--- src/rtl/sort_pkg.sv ---
`default_nettype none
// +------------------------------------------------------------------+
// | Package    : sort_pkg                                            |
// | Description: Shared types, constants and helpers for the colour  |
// |              sort gate sequencer.                                |
// | Revision   : 1.0 - initial release                               |
// +------------------------------------------------------------------+
package sort_pkg;

   // Sequencer states: waiting for an item, gate open, retract gap.
   typedef enum logic [1:0] {
      ST_IDLE = 2'd0,
      ST_OPEN = 2'd1,
      ST_GAP  = 2'd2
   } state_e;

   // Class value meaning "no gate" (item passes straight through).
   localparam int CLASS_OTHER = 0;

   // One bit of the one-hot gate vector: class k drives gate k-1.
   function automatic logic class_selects_gate(input int cls, input int gate_idx);
      return (cls != CLASS_OTHER) && (cls == gate_idx + 1);
   endfunction

endpackage
`default_nettype wire

--- src/rtl/input_debounce.sv ---
`default_nettype none
// +------------------------------------------------------------------+
// | Module     : input_debounce                                      |
// | Description: 2-flop synchroniser, stability filter and one-cycle |
// |              pulse on each filtered high-to-low transition.      |
// | Revision   : 1.0 - initial release                               |
// +------------------------------------------------------------------+
module input_debounce #(
   parameter int DEBOUNCE_CYCLES = 1000
) (
   input  logic clk_i,
   input  logic rst_i,
   input  logic async_i,
   output logic fall_o
);

   localparam int CNT_W = $clog2(DEBOUNCE_CYCLES + 1);
   localparam logic [CNT_W-1:0] CNT_LAST = CNT_W'(DEBOUNCE_CYCLES - 1);

   logic [1:0]       sync_q;
   logic [CNT_W-1:0] cnt_q, cnt_d;
   logic             level_q, level_d;
   logic             fall_q, fall_d;

   // Count consecutive cycles the synchronised input disagrees with the
   // filtered level; accept the new level once the count completes.
   always_comb begin
      cnt_d   = '0;
      level_d = level_q;
      fall_d  = 1'b0;
      if (sync_q[1] != level_q) begin
         if (cnt_q == CNT_LAST) begin
            level_d = sync_q[1];
            fall_d  = ~sync_q[1];
         end else begin
            cnt_d = cnt_q + 1'b1;
         end
      end
   end

   // Synchroniser and filter registers; idle level is high (no object).
   always_ff @(posedge clk_i) begin
      if (rst_i) begin
         sync_q  <= 2'b11;
         cnt_q   <= '0;
         level_q <= 1'b1;
         fall_q  <= 1'b0;
      end else begin
         sync_q  <= {sync_q[0], async_i};
         cnt_q   <= cnt_d;
         level_q <= level_d;
         fall_q  <= fall_d;
      end
   end

   assign fall_o = fall_q;

endmodule
`default_nettype wire

--- src/rtl/sort_gate_sequencer.sv ---
`default_nettype none
// +------------------------------------------------------------------+
// | Module     : sort_gate_sequencer                                 |
// | Description: Queues colour classes captured on IR detect events  |
// |              and opens one servo gate per item for a fixed hold  |
// |              time followed by a closed retract gap.              |
// | Revision   : 1.0 - initial release                               |
// +------------------------------------------------------------------+
module sort_gate_sequencer
   import sort_pkg::*;
#(
   parameter int NUM_GATES       = 2,
   parameter int CLASS_W         = 2,
   parameter int HOLD_CYCLES     = 50000000,
   parameter int GAP_CYCLES      = 5000000,
   parameter int DEBOUNCE_CYCLES = 1000,
   parameter int DEPTH           = 4
) (
   input  logic                       mclk,
   input  logic                       rst,
   input  logic                       detecto,
   input  logic                       class_valid,
   input  logic [CLASS_W-1:0]         class_id,
   input  logic                       clear_overflow,
   output logic [NUM_GATES-1:0]       gate_sel,
   output logic                       busy,
   output logic [$clog2(DEPTH):0]     queue_level,
   output logic                       overflow,
   output logic [7:0]                 drop_count
);

   localparam int AW      = $clog2(DEPTH);
   localparam int LW      = AW + 1;
   localparam int TMR_MAX = (HOLD_CYCLES > GAP_CYCLES) ? HOLD_CYCLES : GAP_CYCLES;
   localparam int TMR_W   = $clog2(TMR_MAX + 1);
   localparam logic [TMR_W-1:0] HOLD_LAST = TMR_W'(HOLD_CYCLES - 1);
   localparam logic [TMR_W-1:0] GAP_LAST  = TMR_W'(GAP_CYCLES - 1);

   logic                 detect_evt;
   logic [CLASS_W-1:0]   cls_in;
   logic [CLASS_W-1:0]   mem_q [DEPTH];
   logic [AW-1:0]        wr_ptr_q, rd_ptr_q;
   logic [LW-1:0]        level_q;
   logic                 fifo_empty, fifo_full, push, pop, drop;
   logic [NUM_GATES-1:0] head_onehot;
   state_e               state_q, state_d;
   logic [TMR_W-1:0]     timer_q, timer_d;
   logic [NUM_GATES-1:0] gate_q, gate_d;
   logic                 overflow_q;
   logic [7:0]           drop_cnt_q;

   input_debounce #(
      .DEBOUNCE_CYCLES (DEBOUNCE_CYCLES)
   ) u_debounce (
      .clk_i   (mclk),
      .rst_i   (rst),
      .async_i (detecto),
      .fall_o  (detect_evt)
   );

   // Class to store: invalid or out-of-range classes become pass-through.
   always_comb begin
      cls_in = class_valid ? class_id : CLASS_W'(CLASS_OTHER);
      if (cls_in > CLASS_W'(NUM_GATES)) begin
         cls_in = CLASS_W'(CLASS_OTHER);
      end
   end

   assign fifo_empty = (level_q == '0);
   assign fifo_full  = (level_q == LW'(DEPTH));
   // A full queue still accepts an item if the head leaves the same cycle.
   assign push       = detect_evt & (~fifo_full | pop);
   assign drop       = detect_evt & fifo_full & ~pop;

   // Gate pattern for the item at the head of the queue.
   always_comb begin
      head_onehot = '0;
      for (int g = 0; g < NUM_GATES; g++) begin
         head_onehot[g] = class_selects_gate(int'(mem_q[rd_ptr_q]), g);
      end
   end

   // Queue storage; contents need no reset since occupancy is tracked.
   always_ff @(posedge mclk) begin
      if (push) begin
         mem_q[wr_ptr_q] <= cls_in;
      end
   end

   // Queue pointers and occupancy.
   always_ff @(posedge mclk) begin
      if (rst) begin
         wr_ptr_q <= '0;
         rd_ptr_q <= '0;
         level_q  <= '0;
      end else begin
         if (push) wr_ptr_q <= wr_ptr_q + 1'b1;
         if (pop)  rd_ptr_q <= rd_ptr_q + 1'b1;
         if (push && !pop)      level_q <= level_q + 1'b1;
         else if (pop && !push) level_q <= level_q - 1'b1;
      end
   end

   // Sequencer next state: open for the hold time, close for the gap,
   // and chain straight into the next item when one is waiting.
   always_comb begin
      state_d = state_q;
      timer_d = timer_q;
      gate_d  = gate_q;
      pop     = 1'b0;
      case (state_q)
         ST_IDLE: begin
            if (!fifo_empty) begin
               pop     = 1'b1;
               state_d = ST_OPEN;
               timer_d = HOLD_LAST;
               gate_d  = head_onehot;
            end
         end
         ST_OPEN: begin
            if (timer_q == '0) begin
               state_d = ST_GAP;
               timer_d = GAP_LAST;
               gate_d  = '0;
            end else begin
               timer_d = timer_q - 1'b1;
            end
         end
         ST_GAP: begin
            if (timer_q == '0) begin
               if (!fifo_empty) begin
                  pop     = 1'b1;
                  state_d = ST_OPEN;
                  timer_d = HOLD_LAST;
                  gate_d  = head_onehot;
               end else begin
                  state_d = ST_IDLE;
               end
            end else begin
               timer_d = timer_q - 1'b1;
            end
         end
         default: begin
            state_d = ST_IDLE;
            timer_d = '0;
            gate_d  = '0;
         end
      endcase
   end

   // Sequencer registers; reset closes every gate on the next edge.
   always_ff @(posedge mclk) begin
      if (rst) begin
         state_q <= ST_IDLE;
         timer_q <= '0;
         gate_q  <= '0;
      end else begin
         state_q <= state_d;
         timer_q <= timer_d;
         gate_q  <= gate_d;
      end
   end

   // Sticky overflow flag and saturating drop counter; clear wins.
   always_ff @(posedge mclk) begin
      if (rst || clear_overflow) begin
         overflow_q <= 1'b0;
         drop_cnt_q <= '0;
      end else if (drop) begin
         overflow_q <= 1'b1;
         if (drop_cnt_q != 8'hFF) begin
            drop_cnt_q <= drop_cnt_q + 8'd1;
         end
      end
   end

   assign gate_sel    = gate_q;
   assign busy        = (state_q != ST_IDLE);
   assign queue_level = level_q;
   assign overflow    = overflow_q;
   assign drop_count  = drop_cnt_q;

endmodule
`default_nettype wire
--- config.mk ---
export PLATFORM = sky130hd
export DESIGN_NAME = sort_gate_sequencer
export DESIGN_NICKNAME = d
export VERILOG_FILES = /design/src/rtl/sort_pkg.sv /design/src/rtl/input_debounce.sv /design/src/rtl/sort_gate_sequencer.sv
export SDC_FILE = /design/constraint.sdc
export NUM_CORES = 1
export LEC_CHECK = 0
export CORE_UTILIZATION = 57
export CTS_CLUSTER_SIZE = 14
export DETAILED_ROUTE_END_ITERATION = 16
export DONT_BUFFER_PORTS = 1
export PLACE_DENSITY = 0.76
export SYNTH_ARGS = -nofsm -noshare
export SYNTH_HDL_FRONTEND = slang
export SYNTH_SLANG_ARGS = --single-unit
--- constraint.sdc ---
create_clock -name mclk -period 3.2 [get_ports mclk]
set_input_delay 0.96 -clock mclk [delete_from_list [all_inputs] [get_ports mclk]]
set_output_delay 0.96 -clock mclk [all_outputs]
set_load 0.03 [all_outputs]
* Word-level counts from Yosys, hierarchy flattened
Memory sizes are Yosys's and may differ from the RTL's. A register that Yosys moved wholly into a read port is not among the register bits. Cells that the tools add are included.
Cells by class: equality and inequality tests 11, bitwise logic cells 9, reduce and logical (&&, ||, !) cells 19, add/subtract/negate cells 7, multiplexer cells 24, order comparisons 1
Operator list (number):
- $mux 26 | 3
- $pmux 26 s3 | 1
- $logic_not 26->1 | 1
- $sub 26x1->26 const B | 1
- $mux 2 | 10
- $pmux 2 s3 | 2
- $add 10x1->10 const B | 1
- $eq 10x10->1 const B | 1
- $add 8x1->8 const B | 1
- $ne 8x8->1 const B | 1
- $eq 2x2->1 const B | 3
- $mux 3 | 2
- $ne 2x2->1 const B | 3
- $reduce_and 2->1 | 3
- $reduce_bool 2->1 | 3
- $reduce_or 3->1 | 2
- $mux 1 | 5
- $not 1->1 | 5
- $add 2x1->2 const B | 2
- $logic_and 1x1->1 | 4
- $add 3x1->3 const B | 1
- $and 1x1->1 | 3
- $eq 3x3->1 const B | 1
- $logic_not 3->1 | 1
- 10 further kinds | 11
Word-level totals: bits in writable memories 8, word-level logic and storage cells 84, input bits 7, memories 1, output and inout port bits 15, flip-flop bits (word level) 60
Memories:
- mem_q | words 4, bits a word 2, rd ports 1, clocked after memory_dff 1, write ports 1, line sort_gate_sequencer.sv:41 | logic [CLASS_W-1:0] mem_q [DEPTH];

* Depth between registers and ports, before layout
depth in word-level cells 10, mapped depth 13, mapped depth without buffers 13

* Modules after synthesis
A second synthesis with hierarchy kept.
Second synthesis, totals: cells, all modules 424, area total of the unflattened synthesis 3724.8 um^2
Modules (own cells, without submodules):
- sort_gate_sequencer | times used 1, seq. area each 1201.2 um^2, area an instance 3126.7 um^2, cells each 365
- input_debounce | times used 1, seq. area each 280.3 um^2, area an instance 598.1 um^2, cells each 59

* Worst setup path before layout
OpenSTA, ideal clock, no wires.
path kind flip-flop to flip-flop, start point register timer_q[18], end point register level_q[2], in the netlist queue_level[2], data required time 3130 ps, arrival time 3197 ps, library setup time 70 ps, slack -67 ps, path buffers 2, period minus slack after synthesis 3267 ps, stages on the path, launching flop included 14, path through dfxtp_1 buf_6 or4_4 or4_4 buf_6 nor3_2 o21ai_0 inv_1 ha_1 inv_1 fa_1 xor2_1 or3_1 a21oi_1
On the way: cells in the longest elaborated chain, start to end 8, elaborated cells between the ends (all ways) 11, those cells by class mux (3); bitwise (2); reduce/logical (6)
RTL lines:
- from (decl) | line sort_gate_sequencer.sv:47 | logic [TMR_W-1:0] timer_q, timer_d;
- from (signal assigned) | line sort_gate_sequencer.sv:159 | timer_q <= timer_d;
- $logic_not 26->1 * | line sort_gate_sequencer.sv:130 | if (timer_q == '0) begin
- $mux 1 * | line sort_gate_sequencer.sv:130
- $pmux 1 s2 * | line sort_gate_sequencer.sv:111 | case (state_q)
- $or 1x1->1 * | line sort_gate_sequencer.sv:72 | assign push = detect_evt & (~fifo_full | pop);
- $and 1x1->1 * | line sort_gate_sequencer.sv:72
- via push | line sort_gate_sequencer.sv:44 | logic fifo_empty, fifo_full, push, pop, drop;
- $logic_not 1->1 | line sort_gate_sequencer.sv:100 | else if (pop && !push) level_q <= level_q - 1'b1;
- $logic_and 1x1->1 | line sort_gate_sequencer.sv:100
- $reduce_bool 2->1 (no line)
- to (signal assigned) | line sort_gate_sequencer.sv:99 | if (push && !pop) level_q <= level_q + 1'b1;
- to (signal assigned) | line sort_gate_sequencer.sv:100
- to (decl) | line sort_gate_sequencer.sv:43 | logic [LW-1:0] level_q;
Mark *: on every way through the listed nets, which the timed path passes. The rest lies on a longest branch. A chain may end at the register's enable or synchronous reset.

* Worst setup path in the final report
Same ends and word-level chain as after synthesis.

==> flow_summary.yaml <==
run_status:
  outcome: "finished, final reports clean"
setup_path:
  critical_path_arrival_ps: 3350
  r2r_start: "timer_q[18]"
  endpoint_kind: "flop"
  critPathMaxFanout: 4
  start_kind: "flop"
  path_class: "reg -> reg"
  cp.required_ps: 3490
  startpoint: "timer_q[18]"
global_routing:
  grt_overflow_total: 0
  grt_usage: 0.285
  grt_max_degree: 30
  antenna_found_initial: 0
  grt_pass1_vias: 2999
  grt_pass1_wl_mm: 14.2
floorplanning:
  start_util: 0.607
  pin_count: 22
  dieArea_um2: 6780
  coreArea_um2: 6060
  die_x_um: 82.3
  dieHeight_um: 82.3
  std_cell_rows: 28
synth:
  synth.distinct_cells: 57
  ys_seq_area_frac: 0.403
  ys_ff_latch: 70
  ys_warn_count: 0
  syn_nets: 453
  syn-cell-area_um2: 3680
  synthCells: 436
  synth-edff-count: 8
  synth-async-reset-ratio: 0
  dominantRegCellSynth: "dfxtp_1"
  avgSynthCellArea_um2: 8.44
sta:
  finalClockSkew_ps: 7.91
  slew-limit-headroom: 0.507
  post-route-min-period_ps: 3060
  slew_viol_final: 0
  tightest_slew_ps: 739
  whs_ps: 428
  hold_viol: 0
  finalCritPeriodShare: 0.956
  rsz0062_at_grt: "false"
  clock.fmax_ghz: 0.327
  finalSetupTns_ps: 0
  setup_viol: 0
detailed_routing:
  viasPerCell: 6.31
  drt_wl_total_mm: 8.88
  drc: 0
  detail_route.iter0.violations: 359
  wl_per_cell_um: 17.0
  vias: 3302
  dr.pass1.iters: 5
  ant_nets: 0
finish:
  syn_to_final_growth_pct: 9.32
  diodes: 0
  final_common_cell: "dfxtp_1"
  fin_nets: 460
  final_cell_mix: "62 x dfxtp_1, 57 x nor2_1, 31 x nand2_1"
  layoutNonFillerInstCount: 523
  layout-drive-gt1-share: 0.118
clock_network:
  numCtsBuffers: 9
  htree_num_levels: 3
  cts_num_sinks: 70
  cts_tree: "yes"
  worstSkewPairLatency_ps: 350
  clock_path_buffers: 2
  path_clk_slew_ps: 80
  cts-root-buf: "clkbuf_8"
power:
  peakVddDrop_uv: 479
  p_per_area_nw_per_um2: 897
  leakage_uw: 0.00151
run:
  drv_cap: 0
placement:
  dp.cells: 506
  port_buffers: 0
  place_hpwl_mm: 6.14
  gp_congestion: 1.00
worst_hold_path:
  hp-start: "u_debounce.sync_q[0]"
  hp-class: "reg -> reg"
[cells by family after synthesis]
family | Yosys count | share of synthesized area
simple gates | 197 | 0.273
compound gates | 86 | 0.149
flops | 70 | 0.403
buf+inv | 38 | 0.0459
xor+xnor | 27 | 0.0643
fa+ha+maj | 11 | 0.0388
mux | 7 | 0.0259
[where the power goes]
group          switching [µW]  total (µW)  internal, µW
Clock                     339         690           351
Sequential                258        1320          1070
Combinational             935        1590           657
Total                    1530        3610          2070
[repair_timing]
| action | CTS | global route |
|---|---|---|
| buffers inserted | 0 | 1 |
| hold endpoints to repair | 0 | 0 |
| gates resized for setup | 0 | 4 |
| endpoints found under the setup margin | 0 | 1 |
| hold buffers | 0 | 0 |
[worst paths after layout]
| path | slack [ps] | depth (start not counted) | to |
|---|---|---|---|
| worst max-delay path | 140 | 11 | queue_level[2] |
| worst min-delay path | 430 | 1 | u_debounce.sync_q[1] |
| worst max register to register | 140 | 11 | queue_level[2] |
| worst min register to register | 430 | 1 | u_debounce.sync_q[1] |
[through the flow]
step                      worst slack, ps  total power (µW)  utilization  cell area [µm²]
after floorplan                      35.2              2410            -             3680
after global placement                160              2810        0.627             3800
after detailed placement             63.7              2850        0.627             3800
after CTS                            47.8              3550        0.660             4000
after global routing                 1.15              3830        0.664             4020
final                                 141              3610        0.664             4020
[layer usage]
layer / global-route usage / wire (µm) / vias up
met3: 0.0549 / 706 / 23
li1: - / - / 1593
met4: 0.147 / 248 / 0
met1: 0.372 / 3900 / 1539
met2: 0.447 / 4030 / 147
met5: 0 / 0 / -
[final cells by class]
class                   instances  area, µm²
clock buffers                  12        166
clock inverters                 4       30.0
fillers                       524       2040
inverters                      15       56.3
multi-input cells             328       2050
flip-flops and latches         70       1480
well taps                      75       93.8
repair buffers                 19        143
[synthesized netlist by cell type (4+ instances only)]
cell	number	area [µm²]
a21o_1	5	37.5
xnor2_1	16	140
nand2_1	31	116
nor3_1	24	120
and3_1	11	68.8
dfxtp_1	62	1240
nand4_1	6	37.5
ha_1	9	113
a21oi_1	23	115
xor2_1	11	96.3
a31oi_1	11	68.8
nor4_1	7	43.8
o21ai_0	22	110
inv_1	14	52.6
o31ai_1	4	30.0
or3_1	16	100
a211oi_1	4	30.0
clkbuf_1	16	60.1
or4_1	6	45.0
mux2i_1	5	50.1
or2_2	7	43.8
edfxtp_1	8	240
nand3_1	15	75.1
nor2_1	57	214
[worst max-delay path: stages, from the launching register on]
cell and delay [ps]:
dfxtp_1 320, or4_4 550, or4_4 570, nor3_4 160
o21ai_2 90, inv_1 80, ha_2 190, inv_1 50
fa_1 370, xor2_1 170, or3_1 310, a21oi_1 140
[flip-flops by register name (all words and copies together), names as in the netlist, named ones only]
| register | count |
|---|---|
| queue_level | 3 |
| u_debounce.fall_o | 1 |
| gate_sel | 2 |
| wr_ptr_q | 2 |
| state_q | 2 |
| timer_q | 26 |
| u_debounce.level_q | 1 |
| drop_count | 8 |
| overflow | 1 |
| mem_q | 8 |
| u_debounce.sync_q | 2 |
| u_debounce.cnt_q | 10 |
| rd_ptr_q | 2 |
(Power assumes the default switching activity.)
